## config.mk

```make
export PLATFORM = sky130hd
export DESIGN_NAME = multiword_add_sequencer_flat
export DESIGN_NICKNAME = d
export VERILOG_FILES = /design/src/rtl/multiword_add_sequencer_if.sv /design/src/rtl/multiword_add_sequencer.sv /design/src/flat_wrapper.sv
export SDC_FILE = /design/constraint.sdc
export NUM_CORES = 1
export LEC_CHECK = 0
export CAP_MARGIN = 20
export CORE_MARGIN = 5
export CORE_UTILIZATION = 51
export DETAILED_ROUTE_END_ITERATION = 6
export GPL_ROUTABILITY_DRIVEN = 0
export PLACE_DENSITY = 0.8
export SYNTH_ARGS = -nofsm -noshare
export SYNTH_HDL_FRONTEND = slang
export SYNTH_HIERARCHICAL = 1
export SYNTH_SLANG_ARGS = --single-unit
```

## constraint.sdc

```tcl
create_clock -name clk -period 4.4 [get_ports clk]
set_input_delay 1.32 -clock clk [delete_from_list [all_inputs] [get_ports clk]]
set_output_delay 1.32 -clock clk [all_outputs]
set_load 0.05 [all_outputs]
```

## src/rtl/multiword_add_sequencer_if.sv

```systemverilog
// Handshake and data bundle for multiword_add_sequencer: operand intake, result
// delivery and the busy status.
interface multiword_add_sequencer_if #(
  parameter int TW = 64
);
  logic          in_valid;
  logic          in_ready;
  logic [TW-1:0] a;
  logic [TW-1:0] b;
  logic          c_in;
  logic          out_valid;
  logic          out_ready;
  logic [TW-1:0] sum;
  logic          c_out;
  logic          busy;

  modport master (
    output in_valid, a, b, c_in, out_ready,
    input  in_ready, out_valid, sum, c_out, busy
  );

  modport slave (
    input  in_valid, a, b, c_in, out_ready,
    output in_ready, out_valid, sum, c_out, busy
  );
endinterface

```

## src/rtl/multiword_add_sequencer.sv

```systemverilog
// Wide adder that walks a single W-bit carry-lookahead adder across WORDS words,
// least-significant word first, chaining the carry between words.
module carrylookahead_adder #(
  parameter int N      = 4,
  parameter int LEVELS = 2
) (
  input  logic [N**LEVELS-1:0] a,
  input  logic [N**LEVELS-1:0] b,
  input  logic                 c_in,
  output logic [N**LEVELS-1:0] sum,
  output logic                 c_out
);
  localparam int W  = N**LEVELS;
  localparam int NG = W / N;

  logic [W-1:0]  g_s;
  logic [W-1:0]  p_s;
  logic [W:0]    c_s;
  logic [NG:0]   gc_s;
  logic [NG-1:0] grp_g_s;
  logic [NG-1:0] grp_p_s;

  assign g_s   = a & b;
  assign p_s   = a ^ b;
  assign sum   = p_s ^ c_s[W-1:0];
  assign c_out = c_s[W];

  // Group generate/propagate, carries across groups, then bit carries inside each group.
  always_comb begin
    grp_g_s = '0;
    grp_p_s = '1;
    gc_s    = '0;
    c_s     = '0;
    gc_s[0] = c_in;
    for (int j = 0; j < NG; j++) begin
      for (int k = 0; k < N; k++) begin
        grp_g_s[j] = g_s[j*N+k] | (p_s[j*N+k] & grp_g_s[j]);
        grp_p_s[j] = grp_p_s[j] & p_s[j*N+k];
      end
      gc_s[j+1] = grp_g_s[j] | (grp_p_s[j] & gc_s[j]);
    end
    for (int j = 0; j < NG; j++) begin
      c_s[j*N] = gc_s[j];
      for (int k = 0; k < N - 1; k++) begin
        c_s[j*N+k+1] = g_s[j*N+k] | (p_s[j*N+k] & c_s[j*N+k]);
      end
    end
    c_s[W] = gc_s[NG];
  end
endmodule

module multiword_add_sequencer #(
  parameter int N      = 4,
  parameter int LEVELS = 2,
  parameter int WORDS  = 4
) (
  input  logic                      clk,
  input  logic                      rst_n,
  multiword_add_sequencer_if.slave  bus
);
  localparam int W    = N**LEVELS;
  localparam int TW   = WORDS * W;
  localparam int IDXW = (WORDS > 1) ? $clog2(WORDS) : 1;

  typedef enum logic [1:0] {
    IDLE = 2'd0,
    RUN  = 2'd1,
    DONE = 2'd2
  } state_t;

  state_t          state_r;
  logic [TW-1:0]   a_r;
  logic [TW-1:0]   b_r;
  logic [TW-1:0]   sum_r;
  logic            carry_r;
  logic            c_out_r;
  logic [IDXW-1:0] idx_r;
  logic            in_ready_r;
  logic            out_valid_r;
  logic            busy_r;

  logic [W-1:0]    a_word_s;
  logic [W-1:0]    b_word_s;
  logic [W-1:0]    add_sum_s;
  logic            add_co_s;

  // Route the current word of each captured operand to the shared adder.
  always_comb begin
    a_word_s = '0;
    b_word_s = '0;
    for (int i = 0; i < WORDS; i++) begin
      a_word_s = a_word_s | ((idx_r == IDXW'(i)) ? a_r[i*W +: W] : {W{1'b0}});
      b_word_s = b_word_s | ((idx_r == IDXW'(i)) ? b_r[i*W +: W] : {W{1'b0}});
    end
  end

  carrylookahead_adder #(
    .N      (N),
    .LEVELS (LEVELS)
  ) u_cla (
    .a     (a_word_s),
    .b     (b_word_s),
    .c_in  (carry_r),
    .sum   (add_sum_s),
    .c_out (add_co_s)
  );

  // Sequencer FSM: capture operands, add one word per cycle, hold result until taken.
  always_ff @(posedge clk or negedge rst_n) begin
    if (!rst_n) begin
      state_r     <= IDLE;
      a_r         <= '0;
      b_r         <= '0;
      sum_r       <= '0;
      carry_r     <= 1'b0;
      c_out_r     <= 1'b0;
      idx_r       <= '0;
      in_ready_r  <= 1'b1;
      out_valid_r <= 1'b0;
      busy_r      <= 1'b0;
    end else begin
      case (state_r)
        IDLE: begin
          if (bus.in_valid) begin
            a_r        <= bus.a;
            b_r        <= bus.b;
            carry_r    <= bus.c_in;
            idx_r      <= '0;
            state_r    <= RUN;
            in_ready_r <= 1'b0;
            busy_r     <= 1'b1;
          end
        end
        RUN: begin
          for (int i = 0; i < WORDS; i++) begin
            if (idx_r == IDXW'(i)) begin
              sum_r[i*W +: W] <= add_sum_s;
            end
          end
          carry_r <= add_co_s;
          if (idx_r == IDXW'(WORDS - 1)) begin
            state_r     <= DONE;
            c_out_r     <= add_co_s;
            out_valid_r <= 1'b1;
          end else begin
            idx_r <= idx_r + IDXW'(1);
          end
        end
        DONE: begin
          if (bus.out_ready) begin
            state_r     <= IDLE;
            out_valid_r <= 1'b0;
            busy_r      <= 1'b0;
            in_ready_r  <= 1'b1;
          end
        end
        default: begin
          state_r     <= IDLE;
          out_valid_r <= 1'b0;
          busy_r      <= 1'b0;
          in_ready_r  <= 1'b1;
        end
      endcase
    end
  end

  assign bus.in_ready  = in_ready_r;
  assign bus.out_valid = out_valid_r;
  assign bus.sum       = sum_r;
  assign bus.c_out     = c_out_r;
  assign bus.busy      = busy_r;
endmodule

```

## src/flat_wrapper.sv

```systemverilog
// flat-port wrapper written by rule: the top's interface ports become plain ports
module multiword_add_sequencer_flat 
#(
  parameter int N      = 4,
  parameter int LEVELS = 2,
  parameter int WORDS  = 4
)
  (clk, rst_n, bus_in_valid, bus_a, bus_b, bus_c_in, bus_out_ready, bus_in_ready, bus_out_valid, bus_sum, bus_c_out, bus_busy);
  multiword_add_sequencer_if #(.TW((64))) bus_i ();
  input  logic clk;
  input  logic rst_n;
  input wire logic [$bits(bus_i.in_valid)-1:0] bus_in_valid;
  input wire logic [$bits(bus_i.a)-1:0] bus_a;
  input wire logic [$bits(bus_i.b)-1:0] bus_b;
  input wire logic [$bits(bus_i.c_in)-1:0] bus_c_in;
  input wire logic [$bits(bus_i.out_ready)-1:0] bus_out_ready;
  output wire logic [$bits(bus_i.in_ready)-1:0] bus_in_ready;
  output wire logic [$bits(bus_i.out_valid)-1:0] bus_out_valid;
  output wire logic [$bits(bus_i.sum)-1:0] bus_sum;
  output wire logic [$bits(bus_i.c_out)-1:0] bus_c_out;
  output wire logic [$bits(bus_i.busy)-1:0] bus_busy;
  assign bus_i.in_valid = bus_in_valid;
  assign bus_i.a = bus_a;
  assign bus_i.b = bus_b;
  assign bus_i.c_in = bus_c_in;
  assign bus_i.out_ready = bus_out_ready;
  assign bus_in_ready = bus_i.in_ready;
  assign bus_out_valid = bus_i.out_valid;
  assign bus_sum = bus_i.sum;
  assign bus_c_out = bus_i.c_out;
  assign bus_busy = bus_i.busy;
  multiword_add_sequencer #(.N(N), .LEVELS(LEVELS), .WORDS(WORDS)) u_core (.clk(clk), .rst_n(rst_n), .bus(bus_i));
endmodule
```

Word-level counts from Yosys, hierarchy flattened
Index checks and enable logic that the tools add are counted.
Widths: inputs -> output; s select.
{"block": "totals", "ff_bits": 201, "in_bits": 133, "output_inout_bits": 68, "wordCells": 140}
{"block": "classes", "n_addsub": 1, "eq_ne": 9, "mux": 25, "bitwise_logic": 79, "n_reduce_logical": 13}
{"operator": "$mux 16", "n": 8}
{"operator": "$or 16x16->16", "n": 6}
{"operator": "$and 1x1->1", "n": 40}
{"operator": "$xor 16x16->16", "n": 2}
{"operator": "$or 1x1->1", "n": 28}
{"operator": "$and 16x16->16", "n": 1}
{"operator": "$reduce_and 2->1", "n": 6}
{"operator": "$reduce_and 3->1", "n": 4}
{"operator": "$mux 2", "n": 5}
{"operator": "$pmux 1 s3", "n": 3}
{"operator": "$eq 2x2->1 const B", "n": 3}
{"operator": "$mux 1", "n": 6}
{"operator": "$ne 2x2->1 const B", "n": 3}
{"operator": "$pmux 2 s3", "n": 1}
{"operator": "$eq 2x1->1 const B", "n": 2}
{"operator": "$logic_not 2->1", "n": 2}
{"operator": "$pmux 2 s2", "n": 1}
{"operator": "$add 2x1->2 const B", "n": 1}
{"operator": "$ne 2x1->1 const B", "n": 1}
{"operator": "$not 1->1", "n": 2}
{"operator": "$pmux 1 s2", "n": 1}
{"operator": "$reduce_bool 2->1", "n": 1}

Logic depth before layout (Yosys ltp)
Gate-level depths: netlist of run 1.
{"block": "logic_depth", "depth_word": 24, "mapped_depth": 16, "mapped_depth_nobuf": 14}

Hierarchy
Netlist of run 1, hierarchy kept.
{"mod": "multiword_add_sequencer", "n_inst": 1, "cells_each": 566, "area_per_inst_um2": 8466.9, "seq_area_each_um2": 5031.1}
{"mod": "carrylookahead_adder", "n_inst": 1, "cells_each": 64, "area_per_inst_um2": 663.1, "seq_area_each_um2": 0.0}

Least setup slack after synthesis of run 1
No wires, ideal clock.
{"block": "synth_timing", "kind": "register to register", "from": "register u_core.idx_r[0]", "to": "register u_core.sum_r[59] (netlist: u_core/bus.sum[59])", "setup_time_ns": 0.125, "arrival_time_ns": 3.720, "required_time_ns": 4.275, "path_slack_ns": 0.555, "path_stages_with_launch": 16, "n_path_buf": 2, "period_less_slack_ns": 3.845, "path_cell_list": "dfrtp_1 ha_1 clkbuf_1 buf_2 a22oi_1 nand2_1 ha_1 a21oi_1 nor2b_1 nor3_1 o21bai_1 fa_1 fa_1 fa_1 xor2_1 mux2_4"}
{"block": "synth_via", "elab_cells_between_ends": 50, "cone_classes": "3 x eq/ne; 8 x mux; 37 x bitwise; 2 x reduce/logical"}
{"element": "from (decl)", "line_no": "multiword_add_sequencer.sv:77", "source": "logic [IDXW-1:0] idx_r;"}
{"element": "from (signal assigned)", "line_no": "multiword_add_sequencer.sv:146", "source": "idx_r <= idx_r + IDXW'(1);"}
{"element": "$eq 2x1->1 / $logic_not 2->1 (equally long branches)", "line_no": "multiword_add_sequencer.sv:92", "source": "a_word_s = a_word_s | ((idx_r == IDXW'(i)) ? a_r[i*W +: W] : {W{1'b0}});"}
{"element": "$mux 16", "line_no": "multiword_add_sequencer.sv:92"}
{"element": "$or 16x16->16 (2 in a row)", "line_no": "multiword_add_sequencer.sv:92"}
{"element": "$or 16x16->16 (*)", "line_no": "multiword_add_sequencer.sv:92"}
{"element": "net u_core.a_word_s[2]", "line_no": "multiword_add_sequencer.sv:82", "source": "logic [W-1:0] a_word_s;"}
{"element": "$xor 16x16->16", "line_no": "multiword_add_sequencer.sv:24", "source": "assign p_s = a ^ b;"}
{"element": "$and 1x1->1", "line_no": "multiword_add_sequencer.sv:37", "source": "grp_g_s[j] = g_s[j*N+k] | (p_s[j*N+k] & grp_g_s[j]);"}
{"element": "$or 1x1->1", "line_no": "multiword_add_sequencer.sv:37"}
{"element": "[... 5 more ...]"}
{"element": "$and 1x1->1 (*)", "line_no": "multiword_add_sequencer.sv:45", "source": "c_s[j*N+k+1] = g_s[j*N+k] | (p_s[j*N+k] & c_s[j*N+k]);"}
{"element": "$or 1x1->1 (*)", "line_no": "multiword_add_sequencer.sv:45"}
{"element": "$and 1x1->1 (*)", "line_no": "multiword_add_sequencer.sv:45"}
{"element": "$or 1x1->1 (*)", "line_no": "multiword_add_sequencer.sv:45"}
{"element": "$and 1x1->1 (*)", "line_no": "multiword_add_sequencer.sv:45"}
{"element": "$or 1x1->1 (*)", "line_no": "multiword_add_sequencer.sv:45"}
{"element": "$xor 16x16->16 (*)", "line_no": "multiword_add_sequencer.sv:25", "source": "assign sum = p_s ^ c_s[W-1:0];"}
{"element": "net u_core.add_sum_s[11]", "line_no": "multiword_add_sequencer.sv:84", "source": "logic [W-1:0] add_sum_s;"}
{"element": "to (signal, indexed assignment)", "line_no": "multiword_add_sequencer.sv:137", "source": "sum_r[i*W +: W] <= add_sum_s;"}
{"element": "to (decl)", "line_no": "multiword_add_sequencer.sv:74", "source": "logic [TW-1:0] sum_r;"}
Mark *: on every way through the listed nets, which the timed path passes. The rest lies on a longest branch.
A chain may end at the register's enable or synchronous reset.

Final worst setup path of run 1
{"block": "layout_timing", "from": "register u_core.idx_r[0]", "to": "register u_core.sum_r[11] (netlist: u_core/bus.sum[11])"}
{"block": "layout_via", "elab_chain_cells": 22, "elab_cells_between_ends": 50, "cone_classes": "3 x eq/ne; 8 x mux; 37 x bitwise; 2 x reduce/logical"}
{"element": "$eq 2x1->1 / $logic_not 2->1 (equally long branches)", "line_no": "multiword_add_sequencer.sv:92"}
{"element": "$mux 16", "line_no": "multiword_add_sequencer.sv:92"}
{"element": "$or 16x16->16 (2 in a row)", "line_no": "multiword_add_sequencer.sv:92"}
{"element": "$or 16x16->16 (*)", "line_no": "multiword_add_sequencer.sv:92"}
{"element": "net u_core.a_word_s[0]", "line_no": "multiword_add_sequencer.sv:82"}
{"element": "$and 16x16->16", "line_no": "multiword_add_sequencer.sv:23", "source": "assign g_s = a & b;"}
{"element": "$and 1x1->1", "line_no": "multiword_add_sequencer.sv:37"}
{"element": "$or 1x1->1", "line_no": "multiword_add_sequencer.sv:37"}
{"element": "[... 7 more ...]"}
{"element": "$and 1x1->1 (*)", "line_no": "multiword_add_sequencer.sv:45"}
{"element": "$or 1x1->1 (*)", "line_no": "multiword_add_sequencer.sv:45"}
{"element": "$and 1x1->1 (*)", "line_no": "multiword_add_sequencer.sv:45"}
{"element": "$or 1x1->1 (*)", "line_no": "multiword_add_sequencer.sv:45"}
{"element": "$and 1x1->1 (*)", "line_no": "multiword_add_sequencer.sv:45"}
{"element": "$or 1x1->1 (*)", "line_no": "multiword_add_sequencer.sv:45"}
{"element": "$xor 16x16->16 (*)", "line_no": "multiword_add_sequencer.sv:25"}
{"element": "net u_core.add_sum_s[11]", "line_no": "multiword_add_sequencer.sv:84"}
Marked as above.

==> results.toml, run 1 <==
[route]
drt_iter0_drc = 353
dr.pass1.iters = 6
wl_per_cell_um = 21.7
ant_nets = 0
routed_via_density = 5.60
wl_um = 23200
drc = 0
vias = 5997

[sta]
worst_slew_margin_rel_pct = 41.3
clock.fmax_ghz = 0.240
timing.hold.ws_ns = 0.495
clock_skew_ns = 0.0113
slew_violations = 0
setup_viol = 0
final.setup.tns_ns = 0
post-route-period-util_pct = 94.6
grt_setup_unrepaired = "false"
hold_viol = 0
finalCriticalPeriod_ns = 4.16
tightest_slew_ns = 0.881

[die]
coreArea_um2 = 17800
start_util_pct = 51.4
die_w_um = 144
die_y_um = 144
ios = 201
die-area_um2 = 20700
rows = 49

[clock_network]
postCtsSetupRepairBufs = 0
cts_tree = "built"
clockBufferDepth = 3
htree_levels = 1
cts_buffers = 21
cts_hold_buf = 0
numClockSinks = 201
clk_pin_slew_worst_paths_ns = 0.06
clk_latency_ns = 0.50
root_buffer = "clkbuf_16"

[worst_setup_path]
rr_worst_depth = 15
crit_path_start_kind = "flop"
reg2reg_slack_ns = 0.24
critPathRequiredTime_ns = 4.78
r2r_start = "u_core/idx_r[0]$_DFFE_PN0P_"
criticalPathCategory = "reg2reg"
critical_path.startpoint = "u_core/idx_r[0]$_DFFE_PN0P_"
cp_max_fo = 16
cp.depth = 15
crit_slowest_cell = "dfrtp_1"
arrival_ns = 4.54
crit_family = "adder cells"
critPathBufInv = 2
cp_slowest_stage_delay_ns = 0.49
crit_chain = "inv_1, ha_2, buf_4, a22oi_1, nand2_1, ha_1, a21oi_1, nor2_1, nor3_1, o21bai_1, fa_1, fa_1, fa_1, xor2_1, mux2_2"
path_common_cell = "fa_1"
end_kind = "flop"
crit_end = "u_core/bus.sum[11]$_DFFE_PN0P_"
r2r_end = "u_core/bus.sum[11]$_DFFE_PN0P_"

[global_route]
track_usage_pct = 22.3
grt_max_degree = 129
gr-total-overflow = 0
grt_first_pass_wirelength_um = 35700
antenna_found_initial = 0
first_global_vias = 6579

[final_layout]
fillers = 1248
mostFrequentLayoutCells = "199 x clkdlybuf4s50_1, 199 x dfrtp_1, 181 x mux2_2"
nNetsFinal = 993
area_delta_synth_final_pct = 30.5
fin_area_um2 = 11900
n_antenna_cell = 0
drive_gt1_share_pct = 29.7

[yosys]
ys_ff_latch = 201
syn_area_um2 = 9130
seq_area_frac_synth_pct = 55.1
synth_warnings = 6
syn_avg_cell_area_um2 = 14.5
synth_nets = 795
synth.distinct_cells = 42
postSynthCellCount = 630

[status]
status = "finished clean"

[worst_hold_path]
hold_class = "reg2reg"

[placed_design]
port_buffers = 200
dp_hpwl_um = 17200
placed_area_um2 = 11200

[flow_run]
maxCapViolCount = 0
## stage by stage
step,cells,setup slack (ns),utilization [%]
floorplan,630,0.555,-
global placement,1034,0.341,63.2
detailed placement,1034,0.263,63.2
CTS,1070,0.233,66.9
global route,1070,0.00132,67.0
finish,1070,0.240,67.0
## Yosys cell counts, drive strengths merged
cell type	number	area share, %
ha	20	2.7
o21ai	3	0.21
or2b	1	0.082
a211o	1	0.096
nand4	1	0.069
o21bai	2	0.16
clkbuf	10	0.41
nand2b	1	0.15
and4	1	0.096
a22o	1	0.096
or3b	1	0.096
a21o	2	0.16
a221oi	1	0.096
xor2	4	0.38
nor4b	1	0.096
nor2b	4	0.36
a22oi	64	5.3
buf	27	3.0
dfstp	1	0.29
nand3	4	0.27
nand3b	1	0.082
nor2	5	0.23
a21oi	9	0.49
mux2	193	24
dfrtp	200	55
nand2	44	2.5
fa	12	2.6
nor3	4	0.22
a211oi	1	0.082
inv	10	0.41
o31ai	1	0.14
## what timing repair did
| item | in CTS | in global routing |
|---|---|---|
| setup endpoints to repair | 0 | 14 |
| hold endpoints to repair | 0 | 0 |
| resized for setup | 0 | 3 |
## sequential cells by signal, summed over array words and instances, names as in the netlist
register              flops
u_core/a_r               64
u_core/b_r               64
u_core/bus.busy           1
u_core/bus.c_out          1
u_core/bus.in_ready       1
u_core/bus.out_valid      1
u_core/bus.sum           64
u_core/carry_r            1
u_core/idx_r              2
u_core/state_r            2
## per-layer routing
metal	part of all wire, %	GRT usage (%)
met1	41	29.1
met2	50	38.5
met3	6.1	3.43
met4	3.0	7.38
met5	0	0
## final cells by class
cell class	count	area, um^2	share of cell area (%)
sequential	201	5030	42.2
timing repair buffer	212	2120	17.8
multi-input combinational	382	3780	31.7
inverter	10	37.5	0.315
clock inverter	8	96.3	0.808
clock buffer	28	562	4.71
tap	229	287	2.40
## kinds of logic after synthesis
family | synth area share [%]
AND/OR/NAND/NOR | 4.30
AO/OA/AOI/OAI | 6.80
flip-flops | 55.1
buffers and inverters | 3.86
XOR/XNOR | 0.384
multiplexers | 24.2
adder cells (fa/ha/maj) | 5.37
## worst min-delay path by stage
stage,startpoint,endpoint,slack [ns],depth (start not counted)
final,u_core/b_r[59]$_DFFE_PN0P_,u_core/b_r[59]$_DFFE_PN0P_,0.50,1
after global routing,u_core/b_r[59]$_DFFE_PN0P_,u_core/b_r[59]$_DFFE_PN0P_,0.52,1
after CTS,u_core/b_r[59]$_DFFE_PN0P_,u_core/b_r[59]$_DFFE_PN0P_,0.49,1
after detailed placement,u_core/b_r[59]$_DFFE_PN0P_,u_core/b_r[59]$_DFFE_PN0P_,0.48,1
after global placement,u_core/b_r[59]$_DFFE_PN0P_,u_core/b_r[59]$_DFFE_PN0P_,0.47,1
after floorplan,u_core/a_r[4]$_DFFE_PN0P_,u_core/a_r[4]$_DFFE_PN0P_,0.46,1
Power of run 1 is left out: the tool's default activity adds up to more than one toggle a clock period on the data nets, which glitch-free logic cannot reach.
==> run 2: changes to the inputs <==
--- a/config.mk
+++ b/config.mk
@@ -5,7 +5,6 @@
 export SDC_FILE = /design/constraint.sdc
 export NUM_CORES = 1
 export LEC_CHECK = 0
-export CAP_MARGIN = 20
 export CORE_MARGIN = 5
 export CORE_UTILIZATION = 51
 export DETAILED_ROUTE_END_ITERATION = 6
==> results of run 2 <==
No change in the layout: final DEF, timing and power equal those of run 1.
Power of run 2 is left out for the same reason.
